## config.mk

```make
export PLATFORM = sky130hd
export DESIGN_NAME = mux_skid_reg
export DESIGN_NICKNAME = d
export VERILOG_FILES = /design/src/rtl/mux_skid_pkg.sv /design/src/rtl/skid_buffer.sv /design/src/rtl/mux_skid_reg.sv
export SDC_FILE = /design/constraint.sdc
export NUM_CORES = 1
export LEC_CHECK = 0
export ABC_AREA = 1
export BUFFER_PORTS_ARGS = -buffer_cell sky130_fd_sc_hd__buf_2
export CAP_MARGIN = 20
export CORE_ASPECT_RATIO = 0.9
export CORE_MARGIN = 3
export CORE_UTILIZATION = 50
export CTS_BUF_LIST = sky130_fd_sc_hd__clkbuf_8
export CTS_CLUSTER_SIZE = 40
export DETAILED_ROUTE_END_ITERATION = 6
export PLACE_DENSITY = 0.78
export SLEW_MARGIN = 5
export SYNTH_ARGS = -nofsm -noshare
export SYNTH_HDL_FRONTEND = slang
export SYNTH_HIERARCHICAL = 1
export SYNTH_SLANG_ARGS = --single-unit
```

## constraint.sdc

```tcl
create_clock -name clk -period 1.3 [get_ports clk]
set_input_delay 0.13 -clock clk [delete_from_list [all_inputs] [get_ports clk]]
set_output_delay 0.13 -clock clk [all_outputs]
set_load 0.05 [all_outputs]
```

## src/rtl/mux_skid_pkg.sv

```systemverilog
// Shared types and helpers for mux_skid_reg and its skid_buffer.
// The entry struct is declared inside mux_skid_reg because its widths come from that module's parameters.
package mux_skid_pkg;

    typedef enum logic [1:0] {
        EMPTY = 2'd0,
        ONE   = 2'd1,
        TWO   = 2'd2
    } state_t;

    localparam int PAR_MAX_W = 256;

    // Even parity: XOR reduction, callers zero-extend narrower data.
    function automatic logic even_parity(input logic [PAR_MAX_W-1:0] v);
        return ^v;
    endfunction

endpackage

```

## src/rtl/skid_buffer.sv

```systemverilog
// Generic 2-entry valid/ready skid buffer over an opaque payload.
// in_ready is registered, so there is no combinational out_ready -> in_ready path.
import mux_skid_pkg::*;

module skid_buffer #(
    parameter int PW = 8
) (
    input  logic          clk,
    input  logic          rst,
    input  logic          clr,
    input  logic          in_valid,
    output logic          in_ready,
    input  logic [PW-1:0] in_data,
    output logic          out_valid,
    input  logic          out_ready,
    output logic [PW-1:0] out_data
);

    logic [PW-1:0] main_r, skid_r, main_n, skid_n;
    logic          main_v_r, skid_v_r, main_v_n, skid_v_n;
    logic          in_ready_r, in_ready_n;
    logic          accept_s, drain_s;
    state_t        state_s;

    assign accept_s = in_valid && in_ready_r;
    assign drain_s  = main_v_r && out_ready;

    // Occupancy state derived from the two valid bits.
    always_comb begin
        case ({main_v_r, skid_v_r})
            2'b00:   state_s = EMPTY;
            2'b10:   state_s = ONE;
            2'b11:   state_s = TWO;
            default: state_s = EMPTY;
        endcase
    end

    // Next-state logic; clr wins over a simultaneous accept and leaves the data stale.
    always_comb begin
        main_n   = main_r;
        skid_n   = skid_r;
        main_v_n = main_v_r;
        skid_v_n = skid_v_r;
        case (state_s)
            EMPTY: begin
                skid_v_n = 1'b0;
                if (accept_s) begin
                    main_n   = in_data;
                    main_v_n = 1'b1;
                end else begin
                    main_v_n = 1'b0;
                end
            end
            ONE: begin
                if (accept_s && drain_s) begin
                    main_n = in_data;
                end else if (accept_s) begin
                    skid_n   = in_data;
                    skid_v_n = 1'b1;
                end else if (drain_s) begin
                    main_v_n = 1'b0;
                end else begin
                    main_v_n = 1'b1;
                end
            end
            TWO: begin
                if (drain_s) begin
                    main_n   = skid_r;
                    skid_v_n = 1'b0;
                end else begin
                    skid_v_n = 1'b1;
                end
            end
            default: begin
                main_v_n = 1'b0;
                skid_v_n = 1'b0;
            end
        endcase
        if (clr) begin
            main_n   = main_r;
            skid_n   = skid_r;
            main_v_n = 1'b0;
            skid_v_n = 1'b0;
        end else begin
            main_n = main_n;
        end
        in_ready_n = !(main_v_n && skid_v_n);
    end

    // State registers with asynchronous reset.
    always_ff @(posedge clk or posedge rst) begin
        if (rst) begin
            main_r     <= '0;
            skid_r     <= '0;
            main_v_r   <= 1'b0;
            skid_v_r   <= 1'b0;
            in_ready_r <= 1'b1;
        end else begin
            main_r     <= main_n;
            skid_r     <= skid_n;
            main_v_r   <= main_v_n;
            skid_v_r   <= skid_v_n;
            in_ready_r <= in_ready_n;
        end
    end

    assign in_ready  = in_ready_r;
    assign out_valid = main_v_r;
    assign out_data  = main_r;

endmodule

```

## src/rtl/mux_skid_reg.sv

```systemverilog
// NUM_SRC:1 registered mux with a valid/ready output backed by a 2-entry skid buffer.
// Optional per-item parity output dout_par when MUX_SKID_PARITY_EN is defined.
import mux_skid_pkg::*;

module mux_skid_reg #(
    parameter  int WIDTH   = 8,
    parameter  int NUM_SRC = 4,
    localparam int SEL_W   = $clog2(NUM_SRC)
) (
    input  logic                     clk,
    input  logic                     rst,
    input  logic                     in_valid,
    output logic                     in_ready,
    input  logic [SEL_W-1:0]         sel,
    input  logic [NUM_SRC*WIDTH-1:0] din,
    input  logic                     clr,
    output logic                     out_valid,
    input  logic                     out_ready,
    output logic [WIDTH-1:0]         dout,
    output logic [SEL_W-1:0]         out_src,
    output logic                     out_err
`ifdef MUX_SKID_PARITY_EN
    ,
    output logic                     dout_par
`endif
);

    typedef struct packed {
        logic             err;
        logic [SEL_W-1:0] src;
        logic [WIDTH-1:0] data;
`ifdef MUX_SKID_PARITY_EN
        logic             par;
`endif
    } entry_t;

    localparam int               PW        = $bits(entry_t);
    localparam int               NSLOT     = 1 << SEL_W;
    localparam logic [SEL_W:0]   NUM_SRC_W = (SEL_W + 1)'(NUM_SRC);

    logic [WIDTH-1:0] src_s [NSLOT];
    entry_t           in_entry_s;
    entry_t           out_entry_s;
    logic [PW-1:0]    out_data_s;

    // Unused select codes alias source 0, so an out-of-range sel needs no extra mux leg.
    for (genvar k = 0; k < NSLOT; k++) begin : g_src
        if (k < NUM_SRC) begin : g_in
            assign src_s[k] = din[k*WIDTH +: WIDTH];
        end else begin : g_pad
            assign src_s[k] = din[WIDTH-1:0];
        end
    end

    // Build the entry captured on an input accept.
    always_comb begin
        in_entry_s      = '0;
        in_entry_s.err  = ({1'b0, sel} >= NUM_SRC_W);
        in_entry_s.src  = sel;
        in_entry_s.data = src_s[sel];
`ifdef MUX_SKID_PARITY_EN
        in_entry_s.par  = even_parity(PAR_MAX_W'(src_s[sel]));
`endif
    end

    skid_buffer #(
        .PW(PW)
    ) u_skid (
        .clk      (clk),
        .rst      (rst),
        .clr      (clr),
        .in_valid (in_valid),
        .in_ready (in_ready),
        .in_data  (in_entry_s),
        .out_valid(out_valid),
        .out_ready(out_ready),
        .out_data (out_data_s)
    );

    assign out_entry_s = out_data_s;
    assign dout        = out_entry_s.data;
    assign out_src     = out_entry_s.src;
    assign out_err     = out_entry_s.err;
`ifdef MUX_SKID_PARITY_EN
    assign dout_par    = out_entry_s.par;
`endif

endmodule

```

# Word level (Yosys, flattened, before mapping)
# Cells that the tools add are included.
[classes]
n_eq_ne = 7
magnitude_cmp = 1
bitwise = 3
reduce_logical = 9
n_mux = 18
[ops]
columns = ["op", "count"]
rows = [
  ["$mux W11", 3],
  ["$pmux W11 S3", 1],
  ["$bmux W8 S2", 1],
  ["$mux W8", 2],
  ["$mux W1", 8],
  ["$eq A2 B2 Y1 const B", 3],
  ["$ne A2 B1 Y1 const B", 3],
  ["$reduce_and A5 Y1", 1],
  ["$logic_and A1 B1 Y1", 4],
  ["$pmux W2 S2", 1],
  ["$reduce_and A4 Y1", 1],
  ["$ge A3 B3 Y1 const B", 1],
  ["$not A2 Y3", 1],
  ["$pmux W1 S3", 1],
  ["$reduce_bool A3 Y1", 1],
  ["$eq A2 B1 Y1 const B", 1],
  ["$logic_not A2 Y1", 1],
  ["$not A1 Y1", 2],
  ["$pmux W1 S2", 1],
  ["$logic_not A1 Y1", 1],
]
[totals]
word_cells = 43
output_inout_bits = 13
regBits = 24
in_bits = 39

# Logic depth before layout (Yosys ltp)
[logic_depth]
ltp_word = 8
depth_mapped = 10

# Hierarchy
# Netlist, hierarchy kept.
[modules_own_cells]
columns = ["module", "area_each_um2", "cells_each", "n_inst"]
rows = [
  ["skid_buffer", 1260.0, 157, 1],
  ["mux_skid_reg", 399.1, 95, 1],
]

# Least setup slack after synthesis
# No wires, ideal clock.
[synth_path]
kind = "flip-flop to flip-flop"
start = "reg u_skid.main_v_r, in the netlist u_skid/out_valid"
end = "reg u_skid.skid_r[1]"
t_arrival_ps = 1361
setup_slack_ps = -178
required_ps = 1183
setup_time_ps = 117
synth_period_minus_slack_ps = 1478
stages_incl_launch_ff = 8
path_cell_list = "dfrtp_1 buf_4 inv_2 nor2_4 nand3_2 buf_4 nand2_1 o21ai_2"
[synth_via]
elab_chain_cells = 4
word_cells_on_any_way = 8
classes_between = "3 x eq/ne; 1 x mux; 1 x bitwise; 3 x reduce/logical"
[synth_rtl]
columns = ["item", "line", "source"]
rows = [
  ["from (decl)", "skid_buffer.sv:20", "logic main_v_r, skid_v_r, main_v_n, skid_v_n;"],
  ["from (signal assigned)", "skid_buffer.sv:101", "main_v_r <= main_v_n;"],
  ["$eq A2 B2 Y1 / $logic_and A1 B1 Y1 (equally long branches)", "skid_buffer.sv:30, skid_buffer.sv:26", ""],
  ["$pmux W2 S2 / $logic_and A1 B1 Y1 (equally long branches)", "skid_buffer.sv:30, skid_buffer.sv:55", ""],
  ["$eq A2 B1 Y1 / $not A1 Y1 (equally long branches)", "--", ""],
  ["$reduce_and A4 Y1 (no line) *", "--", ""],
  ["to (signal assigned)", "skid_buffer.sv:100", "skid_r <= skid_n;"],
  ["to (decl)", "skid_buffer.sv:19", "logic [PW-1:0] main_r, skid_r, main_n, skid_n;"],
]
# Mark *: on every way between the ends. The rest lies on a longest branch, timed or not.
# A chain may end at the register's enable or synchronous reset.

# Worst setup path in the final report
[layout_path]
start = "reg u_skid.in_ready_r, in the netlist u_skid/in_ready"
end = "reg u_skid.skid_r[7]"
[layout_via]
elab_chain_cells = 4
[layout_rtl]
columns = ["item", "line", "source"]
rows = [
  ["from (decl)", "skid_buffer.sv:21", "logic in_ready_r, in_ready_n;"],
  ["from (signal assigned)", "skid_buffer.sv:103", "in_ready_r <= in_ready_n;"],
  ["$logic_and A1 B1 Y1 *", "skid_buffer.sv:25", "assign accept_s = in_valid && in_ready_r;"],
  ["$logic_and A1 B1 Y1", "skid_buffer.sv:55", "if (accept_s && drain_s) begin"],
  ["$not A1 Y1 (no line)", "--", ""],
  ["$reduce_and A4 Y1 (no line) *", "--", ""],
]
# Marked as above.

==> out/qor.txt <==
Startpoint types - flip-flop
Die Y-Extent - 60.6 um
Destination of the worst hold path - u_skid/skid_r[8]
Yosys synthesis warning count - 6
Die area - 4050 um2
Routed wirelength normalized by instance count - 10.2 um
Chip Width - 66.7 um
Critical Path Sink Type - flip-flop
CP delay by family, top - flip-flops
Worst IR Drop VDD - 945 uV
Register area share after synthesis - 0.378
Clock tree root driver cell - sky130_fd_sc_hd__clkbuf_8
R2r setup slk - 30 ps
Setup violators final - 0
Number of stages on the worst hold path - 3
Vias after detailed routing - 1631
Min cycle time layout - 1270 ps
Total of flip-flops plus latches after synthesis - 25
Post-synthesis instance area - 1660 um2
Diode count - 0
Setup repair after global routing missed its margin - true
Biggest cell delay along the critical path - 560 ps
Biggest fanout along the worst timing path - 18
Number of filler cells placed in the layout - 294
Hold crit path type - in2reg
PortBufs - 51
Total number of placement rows - 19
List of cells traversed by the critical path - nand2_2 -> nor2_2 -> nand3_2 -> buf_12 -> nand2_1 -> o21ai_2
Static Leakage - 1.29 nW
Avg Synthesized Cell Area - 6.58 um2
I/O pin cnt - 52
Final weighted congestion of routability-driven global placement - 0.753
Tcrit/Tclk final - 0.976
Critical R2R Launch - u_skid/in_ready
Sum of negative setup slack - 0 ps
Critical path data arrival time - 1430 ps
Number of distinct library cells after synthesis - 17
Total power divided by cell area - 1220 nW/um2
Max Buffers Root-to-Sink - 2
Wire length of the first global-routing pass - 6.11 mm
CTS tree - built
Worst Skew - 2.55 ps
Core area - 3110 um2
Number of global-route vias before repair - 1511
Number of antenna violations at the first check in global routing - 0
Final HPWL DP - 2.74 mm
Placed cell count - 342
Category of the critical setup timing path - reg2reg
CTS H-Tree Depth - 1
Worst Path Buf+Inv - 1
Total global routing track utilization - 0.191
Final standard cell count with taps included and fillers excluded - 347
Max Cap Viol - 0
Detailed-route wire length - 3.54 mm
Clock latency of the later-clocked register in the worst-skew pair - 260 ps
Fraction of layout cells with a size suffix above 1 - 0.279
Residual antenna-violating net count after detailed routing - 0
Fin. Hold Viols - 0
Reg clk slew, reported paths - 80 ps
Placed inst area - 1980 um2
Vias per cell - 4.70
R2R Path End - u_skid/skid_r[7]
Drt pass-1 iters - 4
Sum of overflow across all layers after global routing - 0
Maximum number of pins on one net before global-route repair - 26
R2R cell count - 6
Cell count after synthesis - 252
Number of DRC markers in iteration 0 - 78
Max-slew violations - 0
NumNets Final - 345
TritonCTS buffer count - 3
Endpoint required time on the critical path - 1460 ps
Post-layout power - 0.00250 W
Critical-path cell with the highest stage delay - sky130_fd_sc_hd__dfstp_2
Layout Area Growth over Synthesis - 23.2%
Hold_sp - sel[0]
Total setup buffers inserted after CTS - 0
Area of all placed cells without fillers - 2040 um2
Result of the run - finished clean
Initial core utilization - 0.533
Number of clock sinks seen by CTS - 25
Number of design rule violations left after detail routing - 0
Fin util - 0.656
Achievable Freq - 788 MHz
## cell families after synthesis
kind of cell / count (synthesis) / share of synthesized area
buf+inv: 64 / 0.176
compound gates: 12 / 0.0626
flops: 25 / 0.378
simple gates: 150 / 0.381
other cells: 1 / 0.00226
## final cells by class
cell class | count | area [um2] | area share
clock buffer | 3 | 41.3 | 0.0202
clock inverter | 1 | 3.75 | 0.00184
inverter | 51 | 194 | 0.0949
multi-input combinational | 164 | 753 | 0.369
sequential | 25 | 628 | 0.307
tap | 42 | 52.6 | 0.0257
timing repair buffer | 61 | 370 | 0.181
## registers in the layout (all words and copies together), names as in the netlist
signal,flops
u_skid/skid_r,11
u_skid/out_valid,1
u_skid/in_ready,1
u_skid/out_data,11
u_skid/skid_v_r,1
## Yosys cell counts
library cell	n	area (um2)
sky130_fd_sc_hd__nand4_1	1	6.26
sky130_fd_sc_hd__nor2_4	1	11.3
sky130_fd_sc_hd__inv_4	1	6.26
sky130_fd_sc_hd__conb_1	1	3.75
sky130_fd_sc_hd__nor2_1	1	3.75
sky130_fd_sc_hd__nand2_1	104	390
sky130_fd_sc_hd__inv_2	2	7.51
sky130_fd_sc_hd__nand3_2	1	10.0
sky130_fd_sc_hd__buf_2	4	20.0
sky130_fd_sc_hd__buf_6	3	33.8
sky130_fd_sc_hd__nand3_1	42	210
sky130_fd_sc_hd__o21ai_2	11	96.3
sky130_fd_sc_hd__o21a_1	1	7.51
sky130_fd_sc_hd__dfstp_2	1	26.3
sky130_fd_sc_hd__buf_4	6	45.0
sky130_fd_sc_hd__inv_1	48	180
sky130_fd_sc_hd__dfrtp_1	24	601
## through the flow
| stage | worst slack (ps) | hold slack [ps] |
|---|---|---|
| 2_1_floorplan | -91.7 | 157 |
| 3_3_place_gp | 78.5 | 194 |
| 3_5_place_dp | 54.0 | 195 |
| 4_1_cts | 37.3 | 177 |
| 5_1_grt | -12.6 | 184 |
| 6_report | 31.7 | 176 |
## power breakdown
group	total [W]	leakage, nW	switching, W	internal, W
logic	0.000983	0.955	0.000670	0.000313
registers	0.00107	0.311	0.000107	0.000967
clock network	0.000440	0.0269	0.000229	0.000211
## layout by cell type (no fill, tap or decap), types with 2 or more instances in the layout
master / n
sky130_fd_sc_hd__nand3_1: 42
sky130_fd_sc_hd__buf_2: 51
sky130_fd_sc_hd__inv_1: 49
sky130_fd_sc_hd__buf_12: 3
sky130_fd_sc_hd__conb_1: 2
sky130_fd_sc_hd__inv_2: 2
sky130_fd_sc_hd__dfrtp_1: 23
sky130_fd_sc_hd__nand2_2: 3
sky130_fd_sc_hd__clkbuf_8: 3
sky130_fd_sc_hd__buf_4: 6
sky130_fd_sc_hd__o21ai_2: 11
sky130_fd_sc_hd__nand2_1: 101
## tightest hold or removal path, cell delays in order
cell and delay, ps:
sky130_fd_sc_hd__buf_2 140, sky130_fd_sc_hd__inv_1 80, sky130_fd_sc_hd__o21ai_2 60
## worst max path at each step
stage,from,endpoint,cells past startpoint
after floorplan,u_skid/in_ready,u_skid/skid_r[1],6
after global placement,u_skid/skid_v_r,u_skid/out_data[7],5
after detailed placement,u_skid/in_ready,u_skid/skid_r[7],6
after CTS,u_skid/in_ready,u_skid/skid_r[7],6
after global routing,u_skid/in_ready,u_skid/skid_r[7],6
final,u_skid/in_ready,u_skid/skid_r[7],6
## layer usage
| layer | vias up | wire [um] | GRT usage | part of all wire |
|---|---|---|---|---|
| met5 | - | 0 | 0 | 0 |
| li1 | 856 | - | - | - |
| met4 | 0 | 0 | 0.0203 | 0 |
| met2 | 32 | 1750 | 0.343 | 0.50 |
| met1 | 743 | 1620 | 0.246 | 0.46 |
| met3 | 0 | 167 | 0.0426 | 0.047 |
## what timing repair did
item	4_1_cts	5_1_grt
endpoints found under the setup margin	0	16
hold endpoints to repair	24	0
hold buffers	1	0
resized for setup	0	2
(Power assumes the default switching activity.)
